--- src/rtl/mem_arbiter.sv ---
// Arbitrates the single-port MEMORY between the CPU (default owner) and a debug/loader requester.
// Debug accesses stall the CPU at an instruction boundary, then do an AR load followed by read/write.
module mem_arbiter #(
    parameter int unsigned RD_LAT = 1
) (
    input  logic       clk,
    input  logic       rst,
    input  logic [7:0] cpu_addr,
    input  logic [7:0] cpu_R,
    input  logic       cpu_srcA,
    input  logic       cpu_wAR,
    input  logic       cpu_wM,
    input  logic       cpu_mmio,
    input  logic       cpu_idle,
    output logic       cpu_stall,
    input  logic       dbg_req,
    input  logic       dbg_we,
    input  logic [7:0] dbg_addr,
    input  logic [7:0] dbg_wdata,
    output logic       dbg_ack,
    output logic [7:0] dbg_rdata,
    input  logic [7:0] mem_M,
    output logic [7:0] mem_ADDR,
    output logic [7:0] mem_R,
    output logic       mem_srcA,
    output logic       mem_wAR,
    output logic       mem_wM,
    output logic       mem_mmio
);

    localparam logic [2:0] RdLat = 3'(RD_LAT);

    typedef enum logic [2:0] {
        StIdle,
        StWait,
        StLoad,
        StAccess,
        StDone,
        StCool
    } state_e;

    state_e     state;
    logic [2:0] cnt;
    logic       req_we;
    logic [7:0] req_addr;
    logic [7:0] req_wdata;

    // Request fields are latched on acceptance so an early dbg_req drop still completes cleanly.
    always_ff @(posedge clk) begin
        if (rst) begin
            state     <= StIdle;
            cnt       <= 3'd0;
            cpu_stall <= 1'b0;
            dbg_ack   <= 1'b0;
            dbg_rdata <= 8'h00;
            req_we    <= 1'b0;
            req_addr  <= 8'h00;
            req_wdata <= 8'h00;
        end else begin
            dbg_ack <= 1'b0;
            unique case (state)
                StIdle: begin
                    if (dbg_req) begin
                        state     <= StWait;
                        cpu_stall <= 1'b1;
                        req_we    <= dbg_we;
                        req_addr  <= dbg_addr;
                        req_wdata <= dbg_wdata;
                    end
                end
                StWait: begin
                    if (cpu_idle) state <= StLoad;
                end
                StLoad: begin
                    state <= StAccess;
                    cnt   <= 3'd1;
                end
                StAccess: begin
                    if (req_we || cnt == RdLat) begin
                        if (!req_we) dbg_rdata <= mem_M;
                        state   <= StDone;
                        dbg_ack <= 1'b1;
                    end else begin
                        cnt <= cnt + 3'd1;
                    end
                end
                StDone: begin
                    state     <= StCool;
                    cpu_stall <= 1'b0;
                end
                StCool:  state <= StIdle;
                default: state <= StIdle;
            endcase
        end
    end

    // CPU strobes are dropped (not queued) while the debug side owns the bus.
    always_comb begin
        mem_ADDR = cpu_addr;
        mem_R    = cpu_R;
        mem_srcA = cpu_srcA;
        mem_wAR  = cpu_wAR;
        mem_wM   = cpu_wM;
        mem_mmio = cpu_mmio;
        unique case (state)
            StLoad: begin
                mem_ADDR = req_addr;
                mem_R    = req_wdata;
                mem_srcA = 1'b0;
                mem_wAR  = 1'b1;
                mem_wM   = 1'b0;
                mem_mmio = 1'b0;
            end
            StAccess: begin
                mem_ADDR = req_addr;
                mem_R    = req_wdata;
                mem_srcA = 1'b0;
                mem_wAR  = 1'b0;
                mem_wM   = req_we;
                mem_mmio = 1'b0;
            end
            StDone: begin
                mem_ADDR = req_addr;
                mem_R    = req_wdata;
                mem_srcA = 1'b0;
                mem_wAR  = 1'b0;
                mem_wM   = 1'b0;
                mem_mmio = 1'b0;
            end
            default: ;
        endcase
    end

endmodule
--- config.mk ---
export PLATFORM = sky130hd
export DESIGN_NAME = mem_arbiter
export DESIGN_NICKNAME = d
export VERILOG_FILES = /design/src/rtl/mem_arbiter.sv
export SDC_FILE = /design/constraint.sdc
export NUM_CORES = 1
export LEC_CHECK = 0
export ABC_AREA = 1
export CORE_MARGIN = 5
export CORE_UTILIZATION = 43
export CTS_BUF_LIST = sky130_fd_sc_hd__clkbuf_16
export CTS_CLUSTER_DIAMETER = 80
export DETAILED_ROUTE_END_ITERATION = 8
export PLACE_DENSITY = 0.95
export SYNTH_ARGS = -nofsm -noshare
export SYNTH_HDL_FRONTEND = slang
export SYNTH_SLANG_ARGS = --single-unit
--- constraint.sdc ---
create_clock -name clk -period 3.6 [get_ports clk]
set_input_delay 0.36 -clock clk [delete_from_list [all_inputs] [get_ports clk]]
set_output_delay 0.36 -clock clk [all_outputs]
set_load 0.02 [all_outputs]
After elaboration in Yosys (flattened, before gate mapping)
Cells that the tools add are included.
{ "word_totals": {"reg_bits": 33, "latch_bits": 0, "ram_bits": 0, "romBits": 0, "in_bits": 49, "output_inout_bits": 30, "wordCells": 48, "n_memories": 0} }
{ "op_classes": {"addsub": 1, "n_mul": 0, "div": 0, "magnitude_cmp": 0, "eq_ne": 9, "shifts": 0, "n_mux": 15, "n_bitwise": 2, "reduce_logical": 13} }
{ "ops": {"columns": ["cell", "count"], "rows": [
  ["8-bit two-way mux", 2],
  ["3-bit one-hot mux with 5 select lines", 1],
  ["3-bit two-way mux", 4],
  ["2-bit inequality test, second input constant", 4],
  ["3-bit by 1-bit equality test with 1-bit output, second input constant", 2],
  ["3-bit by 2-bit equality test with 1-bit output, second input constant", 2],
  ["1-bit one-hot mux with 2 select lines", 3],
  ["3-bit one-hot mux with 2 select lines", 1],
  ["2-bit AND reduction", 3],
  ["3-bit AND reduction", 2],
  ["2-bit OR reduction", 3],
  ["1-bit two-way mux", 4],
  ["2-bit nonzero test", 2],
  ["3-bit by 1-bit adder with 3-bit output, second input constant", 1],
  ["3-bit equality test, second input constant", 1],
  ["3-bit logical NOT", 1],
  ["3-bit OR reduction", 1],
  ["1-bit inverter", 2],
  ["1-bit logical OR", 1]
]} }

Depth between registers and ports, before layout
Gate-level depths: netlist of the first run.
{ "depth": {"word_depth": 4, "mapped_depth": 8, "mapped_depth_nobuf": 8} }

Least setup slack after synthesis of the first run
No wires, ideal clock.
{ "synth_timing": {"kind": "reg-to-output", "from": "reg state[0]", "to": "out mem_ADDR[0]", "t_arrival_ns": 1.305, "required_time_ns": 3.240, "path_slack_ns": 1.935, "stages_incl_launch_ff": 7, "n_path_buf": 1, "path_cell_list": "dfxtp_1 nor2_2 nand2_2 nand3_4 buf_6 nor2_1 a21oi_1"} }
{ "synth_between": {"elab_chain_cells": 3, "elab_cells_between_ends": 5, "cone_classes": "eq/ne (3); mux (1); reduce/logical (1)"} }
{ "synth_lines": {"columns": ["item", "line", "text"], "rows": [
  ["start: declaration", "42", "state_e state;"],
  ["start signal: assignment", "51", "state <= StIdle;"],
  ["start signal: assignment", "64", "state <= StWait;"],
  ["start signal: assignment", "72", "if (cpu_idle) state <= StLoad;"],
  ["3-bit equality test or 3-bit by 2-bit equality test with 1-bit output (tied branches)", "105", "unique case (state)"],
  ["3-bit OR reduction (no source line) (*)", null, null],
  ["8-bit two-way mux (*)", "105", null],
  ["end: declaration", "23", "output logic [7:0] mem_ADDR,"]
]} }
Every way passes the cells marked *; elsewhere a longest branch is shown, timed or not.

Worst setup path after layout of the first run
{ "layout_timing": {"from": "reg state[1]", "to": "out mem_R[6]"} }
{ "layout_between": {"elab_chain_cells": 3, "elab_cells_between_ends": 5, "cone_classes": "eq/ne (3); mux (1); reduce/logical (1)"} }
{ "layout_lines": {"columns": ["item", "line", "text"], "rows": [
  ["3-bit equality test or 3-bit by 2-bit equality test with 1-bit output (tied branches)", "105", null],
  ["3-bit OR reduction (no source line) (*)", null, null],
  ["8-bit two-way mux (*)", "105", null],
  ["end: declaration", "24", "output logic [7:0] mem_R,"]
]} }
Marks and branches as above.

==> results of run 1 <==
## cell type report
| type | instances | area share, % |
|---|---|---|
| repair buffers | 78 | 31.61 |
| flip-flops and latches | 33 | 26.75 |
| inverters | 27 | 4.103 |
| clock buffers | 5 | 5.066 |
| well taps | 46 | 2.330 |
| multi-input cells | 141 | 29.84 |
| clock inverters | 2 | 0.3040 |
## registers in the layout, indices dropped and copies added (netlist names)
register,flops
req_wdata,8
req_addr,8
state,3
dbg_ack,1
req_we,1
cnt,3
dbg_rdata,8
cpu_stall,1
## layer usage
metal	global-route usage [%]	share of wire [%]
met3	6.456	8.3
met2	28.27	50
met5	0	0
met4	7.021	1.7
met1	18.51	40
## per-stage QoR
step                instance area [um2]  instances  util, %
floorplan                          1562        210        -
global placement                   2337        325    68.42
detailed placement                 2337        325    68.42
CTS                                2470        332    72.31
global route                       2470        332    72.31
finish                             2470        332    72.31
## kinds of logic (layout without fill, tap and decap cells)
group | after synthesis | count (layout) | share of synthesized area, %
AOI/OAI and AO/OA | 69 | 69 | 23.88
and+or+nand+nor | 69 | 69 | 21.15
buffers and inverters | 36 | 112 | 10.50
DFF | 33 | 33 | 42.31
adders and majority gates | 2 | 2 | 1.602
xor gates and xnor gates | 1 | 1 | 0.5610
## how the worst max path moves through the flow
stage                        to      from  cells after the start
floorplan           mem_ADDR[0]  state[0]                      6
global placement         mem_wM  state[0]                      5
detailed placement     mem_R[6]  state[1]                      5
CTS                    mem_R[6]  state[1]                      5
global route           mem_R[6]  state[1]                      5
finish                 mem_R[6]  state[1]                      5
## layout by cell type (no fill, tap or decap), drive strengths merged, types with 2 or more instances in the layout
cell	count
nand2	23
clkbuf	5
clkdlybuf4s50	78
inv	28
dfxtp	33
a21oi	49
o21ai	19
nor2	27
nand3	17
ha	2
## power breakdown
| group | internal (mW) | switching [mW] | leakage [nW] | total [mW] |
|---|---|---|---|---|
| Combinational | 0.249 | 0.308 | 0.609 | 0.557 |
| Clock | 0.246 | 0.140 | 0.0685 | 0.387 |
| Sequential | 0.409 | 0.0239 | 0.270 | 0.433 |
## worst min-delay path, cell delays in order, from the launching register on
cell     delay [ns]
dfxtp_1        0.29
inv_1          0.06
a21oi_1        0.05
## synth_stat cells (all sizes together)
cell / instances
ha: 2
o22ai: 1
dfxtp: 33
buf: 6
nand3b: 1
xnor2: 1
nor2: 27
o21ai: 19
nor3: 1
nand2: 23
nand3: 17
clkbuf: 3
a21oi: 49
inv: 27
==> flow_summary.yaml, run 1 <==
critical_path:
  path_cells: "nor2_2 -> nand2_2 -> nand3_4 -> a21oi_1 -> clkdlybuf4s50_1"
  r2r_slack_ns: 1.90
  end_kind: "primary output"
  crit_slowest_cell: "clkdlybuf4s50_1"
  reg2reg_from: "state[0]"
  start_kind: "flop"
  crit_family: "buffers and inverters"
  criticalPathCategory: "reg2out"
  r2r_cells: 4
  arrival_ns: 2.27
  crit_fanout: 35
  required_ns: 3.24
  cpPeakStageDelay_ns: 0.64
  r2r-end: "req_wdata[4]"
  path_buf_inv: 1
clocking:
  htree_num_levels: 2
  ctsHoldBuffers: 0
  clockRootBuffer: "clkbuf_16"
  clk_pin_slew_ns: 0.05
  tritoncts: "built"
  clk-insertion-delay-late_ns: 0.27
  numCtsBuffers: 5
  clock_path_buffers: 2
  cts.repair.resized: 0
  cts_setup_buffers: 0
  cts_sinks: 33
finish:
  syn_to_final_growth_pct: 58.17
  multi_input_area_um2: 737.0
  drive_gt1_share_pct: 7.692
  fillers: 272
  nNetsFinal: 337
  regArea_um2: 660.6
  diodes: 0
timing:
  worst_hold_slack_ns: 0.4509
  hold_viol_final: 0
  tightest_slew_ns: 0.5674
  clock_skew_ns: 0.004231
  max-slew-margin-rel_pct: 62.13
  fin_ws_ns: 0.9726
  tns_ns: 0
  period_share_pct: 72.98
  timing.final.crit_period_ns: 2.627
  setup_viol: 0
  maxSlewViolCount: 0
  grt_setup_unrepaired: "no"
  fmax_ghz: 0.3806
floorplanning:
  start_util_pct: 45.71
  die_w_um: 70.26
  coreArea_um2: 3416
  dieArea_um2: 4936
  fp.dieH_um: 70.26
  io_pins: 79
  rows: 21
power_and_ir_drop:
  p_total_mw: 1.377
  cellLeakagePower_nw: 0.9483
  ir_drop_mv: 0.4038
  p_per_area_nw_per_um2: 557.3
global_routing:
  overflow: 0
  first_global_vias: 1494
  grt_first_pass_wirelength_mm: 6.665
  gr-usage-all-layers_pct: 16.70
  grt_start_max_net_pins: 36
  grt_antenna_before_repair: 0
logic_synthesis:
  netlist_area_um2: 1561
  ys_types: 23
  ys_ff_latch: 33
  yosys.area.top_type: "dfxtp_1"
  syn_nets: 261
  ys_seq_area_share_pct: 42.31
  ys_warn_count: 0
  yosys.area.top_type_share_pct: 42.31
  syn_inst: 210
  avgSynthCellArea_um2: 7.436
  synth_area_leaders: "dfxtp_1 42%, a21oi_1 13%, inv_1 6.0%"
placement:
  gp_congestion: 0.7507
  port_buffers: 78
  post-place-ws_ns: 1.247
  dp_hpwl_mm: 3.017
routing:
  wl_per_cell_um: 12.31
  drc: 0
  vias_per_cell: 4.807
  antenna_left: 0
  wl_mm: 4.086
  vias: 1596
  drtIter0Drc: 92
  first_pass_iters: 4
run_status:
  outcome: "complete, no violations"
min_path:
  hold_path.startpoint: "req_wdata[1]"
  hold_end: "req_wdata[1]"
  holdPathStages: 2
  hold_path_class: "reg2reg"
run:
  maxCapViolCount: 0
No activity file was read; power rests on OpenSTA's default activity.
==> run 2, diff against run 1 <==
--- a/config.mk
+++ b/config.mk
@@ -7,11 +7,11 @@
 export LEC_CHECK = 0
 export ABC_AREA = 1
 export CORE_MARGIN = 5
-export CORE_UTILIZATION = 43
+export CORE_UTILIZATION = 36
 export CTS_BUF_LIST = sky130_fd_sc_hd__clkbuf_16
 export CTS_CLUSTER_DIAMETER = 80
 export DETAILED_ROUTE_END_ITERATION = 8
-export PLACE_DENSITY = 0.95
+export PLACE_DENSITY = 0.87
 export SYNTH_ARGS = -nofsm -noshare
 export SYNTH_HDL_FRONTEND = slang
 export SYNTH_SLANG_ARGS = --single-unit
==> constraint.sdc (replaced) <==
create_clock -name clk -period 2.17 [get_ports clk]
set_input_delay 0.217 -clock clk [delete_from_list [all_inputs] [get_ports clk]]
set_output_delay 0.217 -clock clk [all_outputs]
set_load 0.02 [all_outputs]
==> run 2 against run 1 <==
  * Worst setup slack worse by 0.86 ns
  * Clock-buffer cell count stayed put
  * Final area is 3.6% higher
  * Cell count is 4.2% higher
  * Critical path type unchanged
  * Critical endpoint unchanged
==> flow_summary.yaml, run 2 (synthesis gave the netlist of run 1 again) <==
clocking:
  tritoncts: "built"
  numCtsBuffers: 5
  htree_num_levels: 2
  cts_sinks: 33
  clk_pin_slew_ns: 0.05
  cts_setup_buffers: 0
  clk-insertion-delay-late_ns: 0.27
  clockRootBuffer: "clkbuf_16"
  ctsHoldBuffers: 0
  clock_path_buffers: 2
finish:
  diodes: 0
  drive_gt1_share_pct: 11.90
  design_area_um2: 2559
  syn_to_final_growth_pct: 63.86
  final_cell_mix: "62 x clkdlybuf4s50_1, 42 x a21oi_1, 31 x dfxtp_1"
  mostFrequentLayoutCell: "clkdlybuf4s50_1"
  reg_top3: "dbg_rdata x8, req_addr x8, req_wdata x8"
  nNetsFinal: 344
floorplanning:
  start_util_pct: 36.36
  coreArea_um2: 4294
  io_pins: 79
  dieArea_um2: 5755
  rows: 24
  fp.dieH_um: 75.86
  die_w_um: 75.86
power_and_ir_drop:
  cellLeakagePower_nw: 1.019
  ir_drop_mv: 0.6497
  p_total_mw: 2.417
  p_per_area_nw_per_um2: 944.8
timing:
  clock_skew_ns: 0.003807
  maxSlewViolCount: 0
  timing.final.crit_period_ns: 2.058
  fin_ws_ns: 0.1119
  hold_viol_final: 0
  fmax_ghz: 0.4859
  tightest_slew_ns: 0.3830
  max-slew-margin-rel_pct: 74.44
  setup_viol: 0
  worst_hold_slack_ns: 0.4540
  tns_ns: 0
  grt_setup_unrepaired: "no"
  period_share_pct: 94.85
global_routing:
  gr-usage-all-layers_pct: 15.77
  overflow: 0
  first_global_vias: 1646
  grt_start_max_net_pins: 31
  grt_antenna_before_repair: 0
  grt_first_pass_wirelength_mm: 6.920
routing:
  drc: 0
  vias_per_cell: 4.824
  wl_per_cell_um: 12.70
  first_pass_iters: 4
  drtIter0Drc: 155
  antenna_left: 0
  vias: 1669
  wl_mm: 4.395
critical_path:
  cpPeakStageDelay_ns: 0.36
  r2r_cells: 6
  worstSetupEndpoint: "mem_R[6]"
  crit_slowest_cell: "dlygate4sd2_1"
  crit_start: "state[0]"
  r2r_slack_ns: 0.59
  crit_fanout: 30
  path_cells: "nor2_2 -> nand2_2 -> nand3_4 -> buf_12 -> nor2_1 -> a21oi_1 -> dlygate4sd2_1"
  arrival_ns: 1.84
  start_kind: "flop"
  reg2reg_from: "cnt[0]"
  end_kind: "primary output"
  criticalPathCategory: "reg2out"
  r2r-end: "dbg_rdata[2]"
  required_ns: 1.95
placement:
  port_buffers: 78
  post-place-ws_ns: 0.09181
  place_area_um2: 2410
  dp_hpwl_mm: 3.339
  gp_congestion: 0.9082
min_path:
  holdPathStages: 2
  hold_path_class: "reg2reg"
run_status:
  outcome: "complete, no violations"
run:
  maxCapViolCount: 0
run 2: changes by cell type in the layout (fill, tap and decap cells not counted), moves of 2 or more:
cell / delta
clkbuf_2: +2
dfxtp_2: +2
dlygate4sd2_1: +10
buf_4: +6
clkdlybuf4s50_1: -16
clkdlybuf4s15_1: +3
dfxtp_1: -2
run 2: repair_timing:
| action | in CTS | in global routing |
|---|---|---|
| pin swaps | 0 | 0 |
| gates resized for setup | 15 | 10 |
| setup endpoints to repair | 15 | 19 |
| endpoints found under the hold margin | 0 | 0 |
run 2: final cells by class:
class                           instances  area (um2)
Clock inverter                          3       41.29
Timing Repair Buffer                   85       825.8
Clock buffer                            5       125.1
Tap cell                               52       65.06
Fill cell                             372        1735
Multi-Input combinational cell        141       737.0
Inverter                               27       101.3
Sequential cell                        33       663.1
run 2: per-layer routing:
metal	routed length [um]	GRT usage [%]	up-vias	part of all wire, %
li1	-	-	856	-
met1	1674	16.05	756	38
met2	2274	29.09	53	52
met3	401	6.464	4	9.1
met4	44	4.854	0	1.0
met5	0	0	-	0
run 2: per-stage QoR:
step / cells / utilization (%)
2_1_floorplan: 210 / -
3_3_place_gp: 338 / 56.12
3_5_place_dp: 338 / 56.12
4_1_cts: 346 / 59.56
5_1_grt: 346 / 59.59
6_report: 346 / 59.59
run 2: report_power, final:
group	internal, mW	switching [mW]	total, mW
clock	0.537	0.256	0.792
combinational	0.381	0.521	0.902
sequential	0.680	0.0433	0.723
run 2: worst min-delay path by stage:
stage / slack [ns] / startpoint / to
after floorplan: 0.29 / rst / cnt[1]
after global routing: 0.48 / req_addr[3] / req_addr[3]
after detailed placement: 0.44 / req_wdata[1] / req_wdata[1]
after CTS: 0.45 / req_wdata[1] / req_wdata[1]
final: 0.45 / req_wdata[1] / req_wdata[1]
after global placement: 0.44 / req_wdata[5] / req_wdata[5]
run 2: critical path: cells and delay by family (launching register included):
| family | cells | cell delay (ns) |
|---|---|---|
| AND/OR/NAND/NOR | 4 | 0.54 |
| AO/OA/AOI/OAI | 1 | 0.11 |
| flip-flops | 1 | 0.35 |
| buffers and inverters | 2 | 0.55 |
